File: config.mk
export PLATFORM = sky130hd
export DESIGN_NAME = mips_hilo_sequencer_flat
export DESIGN_NICKNAME = d
export VERILOG_FILES = /design/src/rtl/mips_hilo_pkg.sv /design/src/rtl/mips_hilo_sequencer_if.sv /design/src/rtl/mips_muldiv_step.sv /design/src/rtl/mips_hilo_sequencer.sv /design/src/flat_wrapper.sv
export SDC_FILE = /design/constraint.sdc
export NUM_CORES = 1
export LEC_CHECK = 0
export CORE_ASPECT_RATIO = 0.8
export CORE_MARGIN = 2
export CORE_UTILIZATION = 40
export CTS_BUF_LIST = sky130_fd_sc_hd__clkbuf_8 sky130_fd_sc_hd__clkbuf_16
export CTS_CLUSTER_DIAMETER = 100
export DETAILED_ROUTE_END_ITERATION = 16
export RECOVER_POWER = 25
export SLEW_MARGIN = 20
export SYNTH_ARGS = -nofsm -noshare
export SYNTH_HDL_FRONTEND = slang
export SYNTH_HIERARCHICAL = 1
export SYNTH_SLANG_ARGS = --single-unit
File: constraint.sdc
create_clock -name clk -period 7.5 [get_ports clk]
set_input_delay 1.125 -clock clk [delete_from_list [all_inputs] [get_ports clk]]
set_output_delay 1.125 -clock clk [all_outputs]
set_load 0.01 [all_outputs]
File: src/rtl/mips_hilo_pkg.sv
// Shared types and defaults for the HI/LO multiply/divide sequencer.
package mips_hilo_pkg;

    localparam int          DEF_DATA_W  = 32;
    localparam logic [31:0] DEF_DIV0_LO = 32'hFFFF_FFFF;

    typedef enum logic [2:0] {
        OP_MULT  = 3'd0,
        OP_MULTU = 3'd1,
        OP_DIV   = 3'd2,
        OP_DIVU  = 3'd3,
        OP_MTHI  = 3'd4,
        OP_MTLO  = 3'd5,
        OP_MFHI  = 3'd6,
        OP_MFLO  = 3'd7
    } hilo_op_t;

    typedef enum logic [1:0] {
        S_IDLE,
        S_PREP,
        S_CALC,
        S_FIX
    } hilo_state_t;

endpackage

File: src/rtl/mips_hilo_sequencer_if.sv
// Pipeline <-> HI/LO sequencer request/response bundle.
interface mips_hilo_sequencer_if
    import mips_hilo_pkg::*;
#(
    parameter int DATA_W = DEF_DATA_W
);
    logic              op_valid;
    logic              op_ready;
    hilo_op_t          op_code;
    logic [DATA_W-1:0] src_a;
    logic [DATA_W-1:0] src_b;
    logic              cancel;
    logic [DATA_W-1:0] rd_data;
    logic              rd_valid;
    logic              busy;
    logic [DATA_W-1:0] hi_out;
    logic [DATA_W-1:0] lo_out;

    modport master (
        output op_valid, op_code, src_a, src_b, cancel,
        input  op_ready, rd_data, rd_valid, busy, hi_out, lo_out
    );

    modport slave (
        input  op_valid, op_code, src_a, src_b, cancel,
        output op_ready, rd_data, rd_valid, busy, hi_out, lo_out
    );
endinterface

File: src/rtl/mips_muldiv_step.sv
// One iteration of the bit-serial datapath: shift-add multiply or
// restoring divide on a {hi_half, lo_half} accumulator.
module mips_muldiv_step #(
    parameter int DATA_W = 32
) (
    input  logic                is_div,
    input  logic [DATA_W-1:0]   m,      // multiplicand or divisor magnitude
    input  logic [2*DATA_W-1:0] acc_i,
    output logic [2*DATA_W-1:0] acc_o
);
    logic [DATA_W:0] sum;
    logic [DATA_W:0] ext;
    logic [DATA_W:0] diff;

    // Mul: add m to the upper half when the multiplier LSB is set, then shift right.
    // Div: shift {rem,quot} left, keep the trial subtraction when it does not go negative.
    always_comb begin
        sum  = {1'b0, acc_i[2*DATA_W-1:DATA_W]} + {1'b0, m & {DATA_W{acc_i[0]}}};
        ext  = acc_i[2*DATA_W-1:DATA_W-1];
        diff = ext - {1'b0, m};
        if (!is_div)
            acc_o = {sum, acc_i[DATA_W-1:1]};
        else if (ext >= {1'b0, m})
            acc_o = {diff[DATA_W-1:0], acc_i[DATA_W-2:0], 1'b1};
        else
            acc_o = {ext[DATA_W-1:0], acc_i[DATA_W-2:0], 1'b0};
    end
endmodule

File: src/rtl/mips_hilo_sequencer.sv
// HI/LO owner: iterative MULT/MULTU/DIV/DIVU plus MTHI/MTLO/MFHI/MFLO.
module mips_hilo_sequencer
    import mips_hilo_pkg::*;
#(
    parameter int                DATA_W  = DEF_DATA_W,
    parameter logic [DATA_W-1:0] DIV0_LO = DATA_W'(DEF_DIV0_LO)
) (
    input logic                  clk,
    input logic                  rst_n,
    mips_hilo_sequencer_if.slave bus
);
    localparam int CNT_W = $clog2(DATA_W);

    hilo_state_t         state_q, state_d;
    logic [DATA_W-1:0]   hi_q, hi_d, lo_q, lo_d;
    logic [DATA_W-1:0]   rd_data_q, rd_data_d;
    logic                rd_valid_q, rd_valid_d;
    logic [DATA_W-1:0]   a_q, a_d, b_q, b_d, m_q, m_d;
    logic [2*DATA_W-1:0] acc_q, acc_d, acc_step;
    logic [CNT_W-1:0]    cnt_q, cnt_d;
    logic                is_div_q, is_div_d, is_sgn_q, is_sgn_d;
    logic                neg_res_q, neg_res_d, neg_rem_q, neg_rem_d;

    logic                idle, accept, a_neg, b_neg;
    logic [DATA_W-1:0]   abs_a, abs_b, quot, rem;
    logic [2*DATA_W-1:0] prod;

    assign idle   = (state_q == S_IDLE);
    // cancel beats a simultaneous request
    assign accept = bus.op_valid & idle & ~bus.cancel;

    assign bus.op_ready = idle;
    assign bus.busy     = ~idle;
    assign bus.rd_data  = rd_data_q;
    assign bus.rd_valid = rd_valid_q;
    assign bus.hi_out   = hi_q;
    assign bus.lo_out   = lo_q;

    mips_muldiv_step #(.DATA_W(DATA_W)) u_step (
        .is_div (is_div_q),
        .m      (m_q),
        .acc_i  (acc_q),
        .acc_o  (acc_step)
    );

    // Sign handling around the unsigned core
    always_comb begin
        a_neg = is_sgn_q & a_q[DATA_W-1];
        b_neg = is_sgn_q & b_q[DATA_W-1];
        abs_a = a_neg ? -a_q : a_q;
        abs_b = b_neg ? -b_q : b_q;
        quot  = neg_res_q ? -acc_q[DATA_W-1:0] : acc_q[DATA_W-1:0];
        rem   = neg_rem_q ? -acc_q[2*DATA_W-1:DATA_W] : acc_q[2*DATA_W-1:DATA_W];
        prod  = neg_res_q ? -acc_q : acc_q;
    end

    // Next-state, datapath and HI/LO update
    always_comb begin
        state_d    = state_q;
        hi_d       = hi_q;
        lo_d       = lo_q;
        rd_data_d  = rd_data_q;
        rd_valid_d = 1'b0;
        a_d        = a_q;
        b_d        = b_q;
        m_d        = m_q;
        acc_d      = acc_q;
        cnt_d      = cnt_q;
        is_div_d   = is_div_q;
        is_sgn_d   = is_sgn_q;
        neg_res_d  = neg_res_q;
        neg_rem_d  = neg_rem_q;
        case (state_q)
            S_IDLE: if (accept) begin
                case (bus.op_code)
                    OP_MTHI: hi_d = bus.src_a;
                    OP_MTLO: lo_d = bus.src_a;
                    OP_MFHI: begin rd_data_d = hi_q; rd_valid_d = 1'b1; end
                    OP_MFLO: begin rd_data_d = lo_q; rd_valid_d = 1'b1; end
                    default: begin
                        a_d      = bus.src_a;
                        b_d      = bus.src_b;
                        is_div_d = (bus.op_code == OP_DIV) || (bus.op_code == OP_DIVU);
                        is_sgn_d = (bus.op_code == OP_MULT) || (bus.op_code == OP_DIV);
                        state_d  = S_PREP;
                    end
                endcase
            end
            S_PREP: begin
                neg_res_d = a_neg ^ b_neg;
                neg_rem_d = a_neg;
                if (is_div_q && (b_q == '0)) begin
                    // divide by zero: HI keeps the raw dividend
                    hi_d    = a_q;
                    lo_d    = DIV0_LO;
                    state_d = S_IDLE;
                end else begin
                    m_d     = is_div_q ? abs_b : abs_a;
                    acc_d   = {{DATA_W{1'b0}}, (is_div_q ? abs_a : abs_b)};
                    cnt_d   = '0;
                    state_d = S_CALC;
                end
            end
            S_CALC: begin
                acc_d = acc_step;
                cnt_d = cnt_q + 1'b1;
                if (cnt_q == CNT_W'(DATA_W - 1))
                    state_d = S_FIX;
            end
            S_FIX: begin
                if (is_div_q) begin
                    hi_d = rem;
                    lo_d = quot;
                end else begin
                    {hi_d, lo_d} = prod;
                end
                state_d = S_IDLE;
            end
            default: state_d = S_IDLE;
        endcase
        // flush aborts any in-flight op without touching HI/LO
        if (bus.cancel && !idle) begin
            state_d = S_IDLE;
            hi_d    = hi_q;
            lo_d    = lo_q;
        end
    end

    // State and datapath registers
    always_ff @(posedge clk or negedge rst_n) begin
        if (!rst_n) begin
            state_q    <= S_IDLE;
            hi_q       <= '0;
            lo_q       <= '0;
            rd_data_q  <= '0;
            rd_valid_q <= 1'b0;
            a_q        <= '0;
            b_q        <= '0;
            m_q        <= '0;
            acc_q      <= '0;
            cnt_q      <= '0;
            is_div_q   <= 1'b0;
            is_sgn_q   <= 1'b0;
            neg_res_q  <= 1'b0;
            neg_rem_q  <= 1'b0;
        end else begin
            state_q    <= state_d;
            hi_q       <= hi_d;
            lo_q       <= lo_d;
            rd_data_q  <= rd_data_d;
            rd_valid_q <= rd_valid_d;
            a_q        <= a_d;
            b_q        <= b_d;
            m_q        <= m_d;
            acc_q      <= acc_d;
            cnt_q      <= cnt_d;
            is_div_q   <= is_div_d;
            is_sgn_q   <= is_sgn_d;
            neg_res_q  <= neg_res_d;
            neg_rem_q  <= neg_rem_d;
        end
    end
endmodule

File: src/flat_wrapper.sv
// flat-port wrapper written by rule: the top's interface ports become plain ports
module mips_hilo_sequencer_flat import mips_hilo_pkg::*;
#(
    parameter int                DATA_W  = DEF_DATA_W,
    parameter logic [DATA_W-1:0] DIV0_LO = DATA_W'(DEF_DIV0_LO)
)
  (clk, rst_n, bus_op_valid, bus_op_code, bus_src_a, bus_src_b, bus_cancel, bus_op_ready, bus_rd_data, bus_rd_valid, bus_busy, bus_hi_out, bus_lo_out);
  mips_hilo_sequencer_if #(.DATA_W(DATA_W)) bus_i ();
  input logic clk;
  input logic rst_n;
  input wire logic [$bits(bus_i.op_valid)-1:0] bus_op_valid;
  input wire logic [$bits(bus_i.op_code)-1:0] bus_op_code;
  input wire logic [$bits(bus_i.src_a)-1:0] bus_src_a;
  input wire logic [$bits(bus_i.src_b)-1:0] bus_src_b;
  input wire logic [$bits(bus_i.cancel)-1:0] bus_cancel;
  output wire logic [$bits(bus_i.op_ready)-1:0] bus_op_ready;
  output wire logic [$bits(bus_i.rd_data)-1:0] bus_rd_data;
  output wire logic [$bits(bus_i.rd_valid)-1:0] bus_rd_valid;
  output wire logic [$bits(bus_i.busy)-1:0] bus_busy;
  output wire logic [$bits(bus_i.hi_out)-1:0] bus_hi_out;
  output wire logic [$bits(bus_i.lo_out)-1:0] bus_lo_out;
  assign bus_i.op_valid = bus_op_valid;
  assign bus_i.op_code = bus_op_code;
  assign bus_i.src_a = bus_src_a;
  assign bus_i.src_b = bus_src_b;
  assign bus_i.cancel = bus_cancel;
  assign bus_op_ready = bus_i.op_ready;
  assign bus_rd_data = bus_i.rd_data;
  assign bus_rd_valid = bus_i.rd_valid;
  assign bus_busy = bus_i.busy;
  assign bus_hi_out = bus_i.hi_out;
  assign bus_lo_out = bus_i.lo_out;
  mips_hilo_sequencer #(.DATA_W(DATA_W), .DIV0_LO(DIV0_LO)) u_core (.clk(clk), .rst_n(rst_n), .bus(bus_i));
endmodule
Word level (Yosys, flattened, before mapping) --
Cells that the tools add are included.
Cells by class: add/subtract/negate cells 8, magnitude comparators 1, equal/unequal tests 18, mux-type cells 33, bitwise gates (word level) 11, reduce and logical (&&, ||, !) cells 20
Operators with widths (count):
- two-way mux 32 bit | 14
- two-way mux 64 bit | 4
- case mux 32 bit (3 select lines) | 2
- negation 32 bit | 4
- case mux 64 bit (2 select lines) | 1
- negation 64 bit | 1
- case mux 32 bit (2 select lines) | 1
- adder 32 x 32 -> 33 bit | 1
- greater-or-equal comparator 33 x 32 -> 1 bit | 1
- bitwise AND 32 bit | 1
- logical NOT 32 bit | 1
- subtractor 32 bit | 1
- equality test 3 bit (second input constant) | 4
- two-way mux 2 bit | 5
- case mux 5 bit (2 select lines) | 1
- AND reduction 5 bit | 2
- AND reduction 3 bit | 3
- != test 2 bit (second input constant) | 4
- case mux 2 bit (4 select lines) | 1
- equality test 3 x 2 -> 1 bit (second input constant) | 2
- != test 3 bit (second input constant) | 2
- adder 5 x 1 -> 5 bit (second input constant) | 1
- equality test 5 bit (second input constant) | 1
- two-way mux 5 bit | 1
- 18 further kinds | 32
Storage, ports and cells: bits in registers 268, output and inout port bits 99, word-level logic and storage cells 105

Longest topological paths before layout --
Gate-level depths: netlist of the first run.
depth after elaboration 6, gate-level depth with buffers 15, gate-level depth less buffers 15

Hierarchy --
The synthesis of the first run kept the hierarchy.
Modules (own cells, without submodules):
- mips_hilo_sequencer | times used 1, cells each 1683, area an instance 15015.7 µm², seq. area each 6706.4 µm²
- mips_muldiv_step | times used 1, cells each 671, area an instance 4698.3 µm², seq. area each 0.0 µm²

Worst setup path after synthesis of the first run --
Ideal clock, no wire load.
kind reg-to-reg, start register u_core.acc_q[0], end register u_core.acc_q[59], library setup time 0.133 ns, arrival time 3.390 ns, data required time 7.367 ns, path slack 3.977 ns, stages on the path, launching flop included 16, path buffers 1, cells stage by stage dfrtp_1 -> clkbuf_1 -> and2_1 -> ha_1 -> fa_1 -> a21o_1 -> a211oi_2 -> and4bb_1 -> o211ai_2 -> a211oi_2 -> o211ai_2 -> or4b_1 -> and4_1 -> a221o_1 -> nand2_1 -> o21ai_0
Between the ends: cells in the longest elaborated chain, start to end 4
Ends and longest elaborated chain:
- from (decl) | RTL line mips_hilo_sequencer.sv:19 | logic [2*DATA_W-1:0] acc_q, acc_d, acc_step;
- from (signal assigned) | RTL line mips_hilo_sequencer.sv:140 | acc_q <= '0;
- from (signal assigned) | RTL line mips_hilo_sequencer.sv:155 | acc_q <= acc_d;
- bitwise AND 32 bit | RTL line mips_muldiv_step.sv:18 | sum = {1'b0, acc_i[2*DATA_W-1:DATA_W]} + {1'b0, m & {DATA_W{acc_i[0]}}};
- adder 32 x 32 -> 33 bit | RTL line mips_muldiv_step.sv:18
- two-way mux 64 bit | RTL line mips_muldiv_step.sv:21 | if (!is_div)
- named net u_core.acc_step[59] | RTL line mips_hilo_sequencer.sv:19
- case mux 64 bit (2 select lines) | RTL line mips_hilo_sequencer.sv:73 | case (state_q)
The timed path passes the listed nets, and every way through them passes these cells. A chain may end at the register's enable or synchronous reset.

Final worst setup path of the first run --
start register u_core.acc_q[0], end register u_core.acc_q[62]
Same word-level chain as after synthesis.

==> results of run 1 <==
[per-stage QoR]
stage               instance area [um^2]  hold slack (ns)  instances
global placement                   21900            0.492       3039
floorplan                          19700            0.453       2354
global route                       22900            0.538       3095
CTS                                22900            0.512       3095
finish                             22900            0.508       3095
detailed placement                 21900            0.498       3039
[area by class of cell]
cell class / count / area, um^2 / share of cell area
clock buffer: 37 / 858 / 0.0374
clock inverter: 19 / 194 / 0.00846
inverter: 77 / 289 / 0.0126
multi-input combinational: 1867 / 12200 / 0.531
sequential: 268 / 6710 / 0.293
tap: 629 / 787 / 0.0343
timing repair buffer: 198 / 1910 / 0.0833
[synthesized netlist by cell type, types with 12 or more instances]
cell,count,area [um^2]
a211oi_1,17,128
a21o_1,47,353
a21oi_1,207,1040
a221oi_1,12,105
a311oi_1,17,149
a31oi_1,34,213
and2_1,41,257
and3_1,15,93.8
buf_2,12,60.1
clkbuf_1,118,443
dfrtp_1,268,6710
ha_1,70,876
inv_1,77,289
mux2_2,90,1010
mux2i_1,36,360
nand2_1,270,1010
nand2b_1,13,81.3
nand3_1,45,225
nand4_1,18,113
nor2_1,182,683
nor2b_1,54,338
nor3_1,37,185
nor4_1,24,150
o211ai_1,18,135
o21a_1,14,105
o21ai_0,173,866
o221ai_1,14,123
o22ai_1,47,294
o31ai_1,30,225
or3_1,25,156
xnor2_1,93,815
xor2_1,70,613
[worst paths after layout]
check                                   endpoint  depth (start not counted)  slack [ns]
max                             u_core/acc_q[62]                         14        3.29
min                        u_core/bus.lo_out[27]                          1        0.51
max reg2reg                     u_core/acc_q[62]                         14        3.29
min reg2reg                u_core/bus.lo_out[27]                          1        0.51
max in group asynchronous       u_core/acc_q[24]                          2        3.85
min in group asynchronous  u_core/bus.rd_data[7]                          1        0.59
[critical path, cell delays in order, from the launching register on]
cell	delay, ns
dfrtp_1	0.49
buf_4	0.28
and2_1	0.17
ha_1	0.37
o211ai_1	0.16
o211ai_1	0.22
a21oi_1	0.15
a211oi_1	0.66
a31oi_1	0.25
o31ai_1	0.34
mux2_2	0.41
a211o_1	0.27
o21ai_0	0.14
nand2_1	0.06
o21ai_0	0.11
[flip-flops by register name, summed over array words and instances (netlist names), 5 cells and up]
signal / count
u_core/b_q: 32
u_core/bus.lo_out: 32
u_core/cnt_q: 5
u_core/bus.hi_out: 32
u_core/m_q: 32
u_core/a_q: 32
u_core/bus.rd_data: 32
u_core/acc_q: 64
[power groups by stage]
stage | logic, mW | registers [mW] | clock network [mW]
2_1_floorplan | 4.04 | 2.50 | 0
3_3_place_gp | 5.72 | 2.84 | 0
3_5_place_dp | 5.78 | 2.85 | 0
4_1_cts | 5.81 | 2.83 | 1.62
5_1_grt | 6.42 | 2.91 | 1.67
6_report | 5.93 | 2.85 | 1.60
[cell families (layout without fill, tap and decap cells)]
kind of cell / count (synthesis) / after routing / synth area share
AO/OA/AOI/OAI: 726 / 726 / 0.234
XOR/XNOR: 163 / 163 / 0.0724
adder cells (fa/ha/maj): 72 / 72 / 0.0465
buffers and inverters: 219 / 331 / 0.0432
flip-flops: 268 / 268 / 0.340
multiplexers: 126 / 126 / 0.0697
AND/OR/NAND/NOR: 780 / 780 / 0.194
[metal layers]
metal | vias up | global-route usage
met5 | - | 0
met4 | 0 | 0.0547
met3 | 81 | 0.0546
met2 | 733 | 0.433
met1 | 9382 | 0.428
li1 | 8730 | -
==> reports/metrics.csv, run 1 <==
stage,metric,value,unit
grt,largest net degree at the start of global routing,107,
outcome,failing checks,"max-capacitance violations, max-slew violations",
yosys,count of unique library cells instantiated by Yosys,88,
yosys,synthesized area,0.0197,mm^2
placed_design,DP HPWL,56500,um
drt,met3 routed WL,5950,um
clock_network,H-tree depth,1,
timing,Peak Freq,237,MHz
drt,routed length on met2,32600,um
yosys,Ys Warns,6,
outcome,run status,"finished, violations left",
placed_design,gpl congestion,0.972,
timing,# setup viols final,0,
grt,initial antenna violation count,0,
job,number of max-cap violations,2,
pwr,Clk network pwr share,0.154,
die,Die H,203,um
clock_network,CTS sink count,268,
grt,number of global-route vias before repair,17600,
drt,DR WL/cell,24.3,um
drt,TritonRoute pass-1 iters,5,
clock_network,total CTS buffers,31,
yosys,Post-synth EDFFs,0,
clock_network,Root Buffer,clkbuf_16,
drt,Top Layer Used,met4,
setup_path,Critical Path Sink Type,flip-flop,
cells_and_area,layout cells sized above 1,0.0900,
clock_network,Max Root-Sink Buffers,3,
drt,Via density,6.12,
pwr,Leak,9.62,nW
die,FP Rows,72,
clock_network,CTS resizes,0,
timing,Final Max Slew Viols,89,
cells_and_area,fillcell total,4723,
yosys,Synth Instances,2354,
setup_path,CP required,8.01,ns
die,Initial Util,0.407,
cells_and_area,most frequent cells in the layout,"268 x nand2_1, 267 x dfrtp_1, 207 x a21oi_1",
yosys,"FFs w/ async S/R, synth",1.00,
clock_network,# Post-CTS Setup Buffers,0,
cells_and_area,"most common cell after layout, fill and taps aside",nand2_1,
pwr,Logic pwr share,0.571,
grt,grt ovf,0,
min_path,Worst Hold Class,reg2reg,
pwr,overall power,10.4,mW
die,die footprint,0.0511,mm^2
drt,Via Count,18900,
min_path,Hold Crit Start,u_core/bus.lo_out[27],
die,core area,0.0485,mm^2
pwr,register share of total power,0.275,
timing,Worst Clk Skew,0.0216,ns
drt,post-route ant nets,0,
timing,final hold vios,0,
timing,Relative slew margins,-0.774,
cells_and_area,Layout area overhead,16.3,%
clock_network,worst skew pair latency,0.61,ns
yosys,Mapped Nets,2497,
placed_design,IO buf count,169,
timing,total negative slack,0,ns
die,chip width,252,um
clock_network,clock tree from TritonCTS,built,
timing,min cycle time layout,4.21,ns
setup_path,Critical Path AT,4.72,ns
cells_and_area,final core occ,0.473,
grt,first-pass GRT wire length,113000,um
yosys,synthesized area per cell,8.37,um^2
pwr,Max VDD drop,0.213,mV
yosys,"Top FF cell, synth",dfrtp_1,
timing,slew of the pin with the lowest slew margin,2.66,ns
drt,drt initial violations,1990,
pwr,Int Pwr,5.32,mW
setup_path,Worst Setup SP,u_core/acc_q[0],
clock_network,"Reg clk slew, reported paths",0.06,ns
timing,Final WS setup,3.29,ns
setup_path,RR Startpoint,u_core/acc_q[0],
clock_network,hold buffer count at cts,0,
timing,RSZ-0062 raised after global routing,false,
drt,WL met1,35300,um
cells_and_area,nets,2586,
setup_path,highest fanout seen on the critical path,30,
cells_and_area,Diodes inserted,0,
timing,Tcrit/Tclk final,0.562,
placed_design,pre-CTS setup slack,2.91,ns
yosys,"flops & latches, synth",268,
grt,Global Route Usage Sum,0.287,
drt,final wirelength,75200,um
setup_path,type of the worst setup path,reg2reg,
pwr,Net Sw Power,5.06,mW
pwr,Power Density,452,mW/mm^2
yosys,sequential element share of the synthesized area,0.340,
die,# IOs,170,
pwr,sw frac,0.488,
setup_path,crit start category,flip-flop,
drt,DR DRC count,0,
No activity file was read; power rests on OpenSTA's default activity.
==> run 2, diff against run 1 <==
==> constraint.sdc (replaced) <==
create_clock -name clk -period 3.53 [get_ports clk]
set_input_delay 0.5295 -clock clk [delete_from_list [all_inputs] [get_ports clk]]
set_output_delay 0.5295 -clock clk [all_outputs]
set_load 0.01 [all_outputs]
==> reports/metrics.csv, run 2 (synthesized netlist as in run 1, its figures left out) <==
stage,metric,value,unit,change
min_path,Worst Hold Class,in2reg,,was reg2reg
die,core area,0.0485,mm^2,unchanged
die,die footprint,0.0511,mm^2,unchanged
timing,Worst Clk Skew,0.0314,ns,was 0.0216 ns
setup_path,CP max stage delay,0.43,ns,was 0.66 ns
timing,total negative slack,0,ns,unchanged
placed_design,gpl congestion,0.966,,was 0.972
cells_and_area,layout cells sized above 1,0.163,,was 0.0900
cells_and_area,Diodes inserted,0,,unchanged
drt,DR DRC count,0,,unchanged
cells_and_area,Post-Layout Cell Count,3278,,"was 3,095"
drt,drt initial violations,2238,,"was 1,990"
pwr,Leak,10.6,nW,was 9.62 nW
timing,Relative slew margins,-0.736,,was -0.774
timing,Peak Freq,287,MHz,was 237 MHz
clock_network,clock tree from TritonCTS,built,,unchanged
cells_and_area,most frequent cells in the layout,"268 x nand2_1, 266 x dfrtp_1, 205 x a21oi_1",,"was 268 x nand2_1, 267 x dfrtp_1, 207 x a21oi_1"
clock_network,H-tree depth,1,,unchanged
grt,M2 GR Usage,0.441,,was 0.433
cells_and_area,nets,2770,,"was 2,586"
die,# IOs,170,,unchanged
die,Die H,203,um,unchanged
timing,min cycle time layout,3.49,ns,was 4.21 ns
setup_path,"CP delay by family, top",compound AO/OA/AOI/OAI gates,,unchanged
timing,Final Max Slew Viols,92,,was 89
setup_path,Critical Path AT,3.94,ns,was 4.72 ns
setup_path,crit start category,flip-flop,,unchanged
clock_network,worst skew pair latency,0.60,ns,was 0.61 ns
die,FP Rows,72,,unchanged
pwr,Max VDD drop,0.527,mV,was 0.213 mV
drt,final wirelength,77900,um,"was 75,200 um"
placed_design,DP HPWL,59600,um,"was 56,500 um"
pwr,Power Density,984,mW/mm^2,was 452 mW/mm^2
placed_design,pre-CTS setup slack,-0.0104,ns,was 2.91 ns
clock_network,"Reg clk slew, reported paths",0.07,ns,was 0.06 ns
job,number of max-cap violations,1,,was 2
drt,DR WL/cell,23.8,um,was 24.3 um
cells_and_area,Layout area overhead,24.5,%,was 16.3%
grt,initial antenna violation count,0,,unchanged
cells_and_area,final core occ,0.506,,was 0.473
placed_design,IO buf count,169,,unchanged
cells_and_area,Biggest register,u_core/acc_q,,unchanged
setup_path,Critical Path Sink Type,flip-flop,,unchanged
timing,final hold vios,0,,unchanged
setup_path,slowest cell on the critical path,or4b_1,,was a211oi_1
clock_network,total CTS buffers,30,,was 31
setup_path,worst-path cell chain,"and2_1, ha_2, fa_2, a21o_1, a211oi_2, and4bb_1, o211ai_2, a211oi_2, o211ai_2, or4b_1, and4_1, a221o_1, nand2_1, o21ai_0",,"was buf_4, and2_1, ha_1, o211ai_1, o211ai_1, a21oi_1, a211oi_1, a31oi_1, o31ai_1, mux2_2, a211o_1, o21ai_0, nand2_1, o21ai_0"
grt,largest net degree at the start of global routing,121,,was 107
timing,Final WS setup,0.0401,ns,was 3.29 ns
grt,first-pass GRT wire length,119000,um,"was 113,000 um"
timing,slew of the pin with the lowest slew margin,2.60,ns,was 2.66 ns
grt,Global Route Usage Sum,0.301,,was 0.287
setup_path,highest fanout seen on the critical path,4,,was 30
outcome,run status,"finished, violations left",,unchanged
setup_path,Buf/Inv on CP,0,,was 1
drt,Via density,6.03,,was 6.12
outcome,failing checks,"max-capacitance violations, max-slew violations",,unchanged
grt,GR Util met3,0.0521,,was 0.0546
drt,post-route ant nets,0,,unchanged
die,chip width,252,um,unchanged
grt,M1 GR Usage,0.459,,was 0.428
drt,TritonRoute pass-1 iters,6,,was 5
setup_path,CP required,3.98,ns,was 8.01 ns
timing,RSZ-0062 raised after global routing,true,,was false
cells_and_area,"most common cell after layout, fill and taps aside",nand2_1,,unchanged
placed_design,dpl cells,3220,,"was 3,039"
timing,Tcrit/Tclk final,0.989,,was 0.562
setup_path,type of the worst setup path,reg2reg,,unchanged
grt,gr busiest metal,met1,,was met2
clock_network,Root Buffer,clkbuf_16,,unchanged
timing,# setup viols final,0,,unchanged
clock_network,Max Root-Sink Buffers,3,,unchanged
grt,grt ovf,0,,unchanged
drt,Via Count,19800,,"was 18,900"
timing,hold slack final,0.500,ns,was 0.508 ns
cells_and_area,max reg flops,64,,unchanged
die,Initial Util,0.407,,unchanged
grt,number of global-route vias before repair,18900,,"was 17,600"
clock_network,CTS sink count,268,,unchanged
==> run 2: worst paths after layout <==
kind                                       from                     end  slack (ns)  cells after the start
worst min register to register   u_core/m_q[31]          u_core/m_q[31]        0.51                      1
worst max register to register  u_core/acc_q[0]        u_core/acc_q[59]        0.04                     14
worst max-delay path            u_core/acc_q[0]        u_core/acc_q[59]        0.04                     14
worst min-delay path               bus_src_b[1]           u_core/b_q[1]        0.50                      3
max in group asynchronous                 rst_n        u_core/acc_q[25]        0.71                      2
min in group asynchronous                 rst_n  u_core/bus.rd_data[12]        0.73                      1
==> run 2: what timing repair did <==
| item | in CTS | in global routing |
|---|---|---|
| gates resized for setup | 2 | 33 |
| endpoints found under the hold margin | 0 | 0 |
| cloned | 0 | 0 |
| endpoints found under the setup margin | 4 | 11 |
| pin swaps | 4 | 15 |
| hold buffers | 0 | 0 |
| buffers inserted | 0 | 4 |
==> run 2: cell type report <==
class | count | area [um^2]
multi-input cells | 1867 | 12400
clock buffers | 34 | 806
flip-flops and latches | 268 | 6710
well taps | 629 | 787
repair buffers | 383 | 3390
fillers | 4623 | 23900
inverters | 77 | 289
clock inverters | 20 | 196
==> run 2: metal layers <==
layer  vias to the layer above  wire [um]
li1                       9085          -
met1                      9764      36400
met2                       813      33100
met3                       117       6500
met4                         0       1930
met5                         -          0
==> run 2: worst reg2reg max path, stage by stage, from the launching register on <==
cell	delay, ns
dfrtp_1	0.41
and2_1	0.16
ha_2	0.18
fa_2	0.35
a21o_1	0.19
a211oi_2	0.21
and4bb_1	0.24
o211ai_2	0.26
a211oi_2	0.16
o211ai_2	0.15
or4b_1	0.43
and4_1	0.21
a221o_1	0.26
nand2_1	0.06
o21ai_0	0.08
==> run 2: power by group <==
part	switching [mW]	internal, mW
Combinational	8.66	6.81
Clock	1.40	1.85
Sequential	1.33	4.09
Total	11.4	12.8
==> run 2: metrics by stage <==
stage / instance area (um^2) / power [mW]
2_1_floorplan: 19700 / 13.9
3_3_place_gp: 23300 / 20.0
3_5_place_dp: 23300 / 20.2
4_1_cts: 24400 / 23.6
5_1_grt: 24500 / 25.7
6_report: 24500 / 24.1
==> run 3, diff against run 2 <==
--- a/config.mk
+++ b/config.mk
@@ -11,6 +11,7 @@
 export CTS_BUF_LIST = sky130_fd_sc_hd__clkbuf_8 sky130_fd_sc_hd__clkbuf_16
 export CTS_CLUSTER_DIAMETER = 100
 export DETAILED_ROUTE_END_ITERATION = 16
+export MAX_ROUTING_LAYER = met4
 export RECOVER_POWER = 25
 export SLEW_MARGIN = 20
 export SYNTH_ARGS = -nofsm -noshare
==> reports/metrics.csv, run 3 (synthesized netlist as in run 1, its figures left out) <==
stage,metric,value,unit,change
outcome,run status,"finished, violations left",,unchanged
outcome,failing checks,"max-capacitance violations, max-slew violations",,unchanged
drt,Via Count,19600,,"was 19,800"
drt,Via density,5.95,,was 6.03
cells_and_area,most frequent cells in the layout,"268 x nand2_1, 266 x dfrtp_1, 220 x buf_4",,"was 268 x nand2_1, 266 x dfrtp_1, 205 x a21oi_1"
cells_and_area,max reg flops,64,,unchanged
grt,Global Route Usage Sum,0.305,,was 0.301
setup_path,type of the worst setup path,reg2reg,,unchanged
grt,grt ovf,0,,unchanged
clock_network,Max Root-Sink Buffers,3,,unchanged
timing,hold slack final,0.506,ns,was 0.500 ns
drt,TritonRoute pass-1 iters,8,,was 6
cells_and_area,layout cells sized above 1,0.169,,was 0.163
drt,DR DRC count,0,,unchanged
job,number of max-cap violations,1,,unchanged
timing,RSZ-0062 raised after global routing,true,,unchanged
grt,first-pass GRT wire length,116000,um,"was 119,000 um"
setup_path,highest fanout seen on the critical path,8,,was 4
clock_network,Root Buffer,clkbuf_16,,unchanged
cells_and_area,Diodes inserted,0,,unchanged
pwr,Max VDD drop,0.447,mV,was 0.527 mV
cells_and_area,Biggest register,u_core/acc_q,,unchanged
die,Initial Util,0.407,,unchanged
timing,min cycle time layout,3.50,ns,was 3.49 ns
timing,Worst Clk Skew,0.0224,ns,was 0.0314 ns
die,die footprint,0.0511,mm^2,unchanged
grt,number of global-route vias before repair,18600,,"was 18,900"
timing,# setup viols final,0,,unchanged
clock_network,CTS sink count,268,,unchanged
clock_network,H-tree depth,1,,unchanged
die,Die H,203,um,unchanged
placed_design,pre-CTS setup slack,-0.187,ns,was -0.0104 ns
drt,post-route ant nets,0,,unchanged
cells_and_area,nets,2785,,"was 2,770"
cells_and_area,final core occ,0.510,,was 0.506
placed_design,IO buf count,169,,unchanged
cells_and_area,Layout area overhead,25.3,%,was 24.5%
min_path,hold path depth,1,,was 3
timing,total negative slack,0,ns,unchanged
drt,final wirelength,77100,um,"was 77,900 um"
pwr,Leak,10.7,nW,was 10.6 nW
min_path,Worst Hold Class,reg2reg,,was in2reg
timing,Final Max Slew Viols,75,,was 92
clock_network,total CTS buffers,30,,unchanged
setup_path,crit start category,flip-flop,,unchanged
placed_design,DP HPWL,59600,um,about the same
die,core area,0.0485,mm^2,unchanged
setup_path,CP required,4.03,ns,was 3.98 ns
clock_network,"Reg clk slew, reported paths",0.07,ns,about the same
timing,final hold vios,0,,unchanged
clock_network,worst skew pair latency,0.59,ns,was 0.60 ns
pwr,Power Density,987,mW/mm^2,was 984 mW/mm^2
grt,initial antenna violation count,1,,was 0
drt,drt initial violations,2127,,"was 2,238"
grt,largest net degree at the start of global routing,119,,was 121
clock_network,clock tree from TritonCTS,built,,unchanged
timing,Tcrit/Tclk final,0.992,,was 0.989
timing,Relative slew margins,-0.299,,was -0.736
cells_and_area,"most common cell after layout, fill and taps aside",nand2_1,,unchanged
die,# IOs,170,,unchanged
setup_path,Critical Path AT,4.00,ns,was 3.94 ns
placed_design,gpl congestion,0.989,,was 0.966
die,FP Rows,72,,unchanged
cells_and_area,fillcell total,4595,,"was 4,623"
timing,Final WS setup,0.0268,ns,was 0.0401 ns
timing,slew of the pin with the lowest slew margin,1.95,ns,was 2.60 ns
setup_path,Critical Path Sink Type,flip-flop,,unchanged
timing,Peak Freq,285,MHz,was 287 MHz
drt,DR WL/cell,23.4,um,was 23.8 um
die,chip width,252,um,unchanged
setup_path,FF-to-FF path depth,15,,was 14
run 3: where the power goes:
| part | switching, mW | internal [mW] |
|---|---|---|
| registers | 1.33 | 4.09 |
| clock network | 1.38 | 2.02 |
| logic | 8.66 | 6.90 |
| total | 11.4 | 13.0 |
run 3: what timing repair did:
item	in CTS	in global routing
hold buffers	1	0
endpoints found under the setup margin	5	29
resized for setup	7	31
endpoints found under the hold margin	72	0
buffers inserted	3	2
pin swaps	6	12
run 3: final cells by class:
type	instances	area [um^2]	share of cell area
flip-flops and latches	268	6710	0.272
clock buffers	38	872	0.0353
well taps	629	787	0.0319
inverters	77	289	0.0117
repair buffers	398	3480	0.141
multi-input cells	1867	12400	0.501
clock inverters	16	188	0.00760
run 3: stage by stage:
step                area, um^2  std cells  power [mW]
finish                   24700       3293        24.4
global route             24700       3293        25.9
CTS                      24600       3291        23.9
detailed placement       23400       3233        20.3
global placement         23400       3233        20.2
floorplan                19700       2354        13.9
run 3: path summary, 6_finish.rpt:
check / start / end / slack, ns
setup / recovery: u_core/acc_q[0] / u_core/acc_q[62] / 0.03
setup reg to reg: u_core/acc_q[0] / u_core/acc_q[62] / 0.03
hold / removal: u_core/bus.lo_out[29] / u_core/bus.lo_out[29] / 0.51
max in group asynchronous: rst_n / u_core/acc_q[26] / 0.52
hold reg to reg: u_core/bus.lo_out[29] / u_core/bus.lo_out[29] / 0.51
min in group asynchronous: rst_n / u_core/bus.rd_data[4] / 1.02
run 3: critical path, stage by stage, from the launching register on:
cell	delay [ns]
dfrtp_1	0.42
buf_4	0.18
and2_1	0.16
ha_4	0.29
o211ai_1	0.11
o211ai_1	0.31
a21oi_2	0.14
a211oi_2	0.33
buf_4	0.18
a31oi_2	0.10
o31ai_2	0.34
mux2_4	0.34
a211o_1	0.26
o21ai_1	0.11
nand2_1	0.06
o21ai_0	0.08
run 3: metal layers:
| layer | global-route usage | vias up | share of wire | wire, um |
|---|---|---|---|---|
| li1 | - | 9117 | - | - |
| met1 | 0.441 | 9587 | 0.47 | 36300 |
| met2 | 0.433 | 770 | 0.42 | 32700 |
| met3 | 0.0642 | 117 | 0.080 | 6150 |
| met4 | 0.0721 | 0 | 0.026 | 2000 |
| met5 | - | - | 0 | 0 |
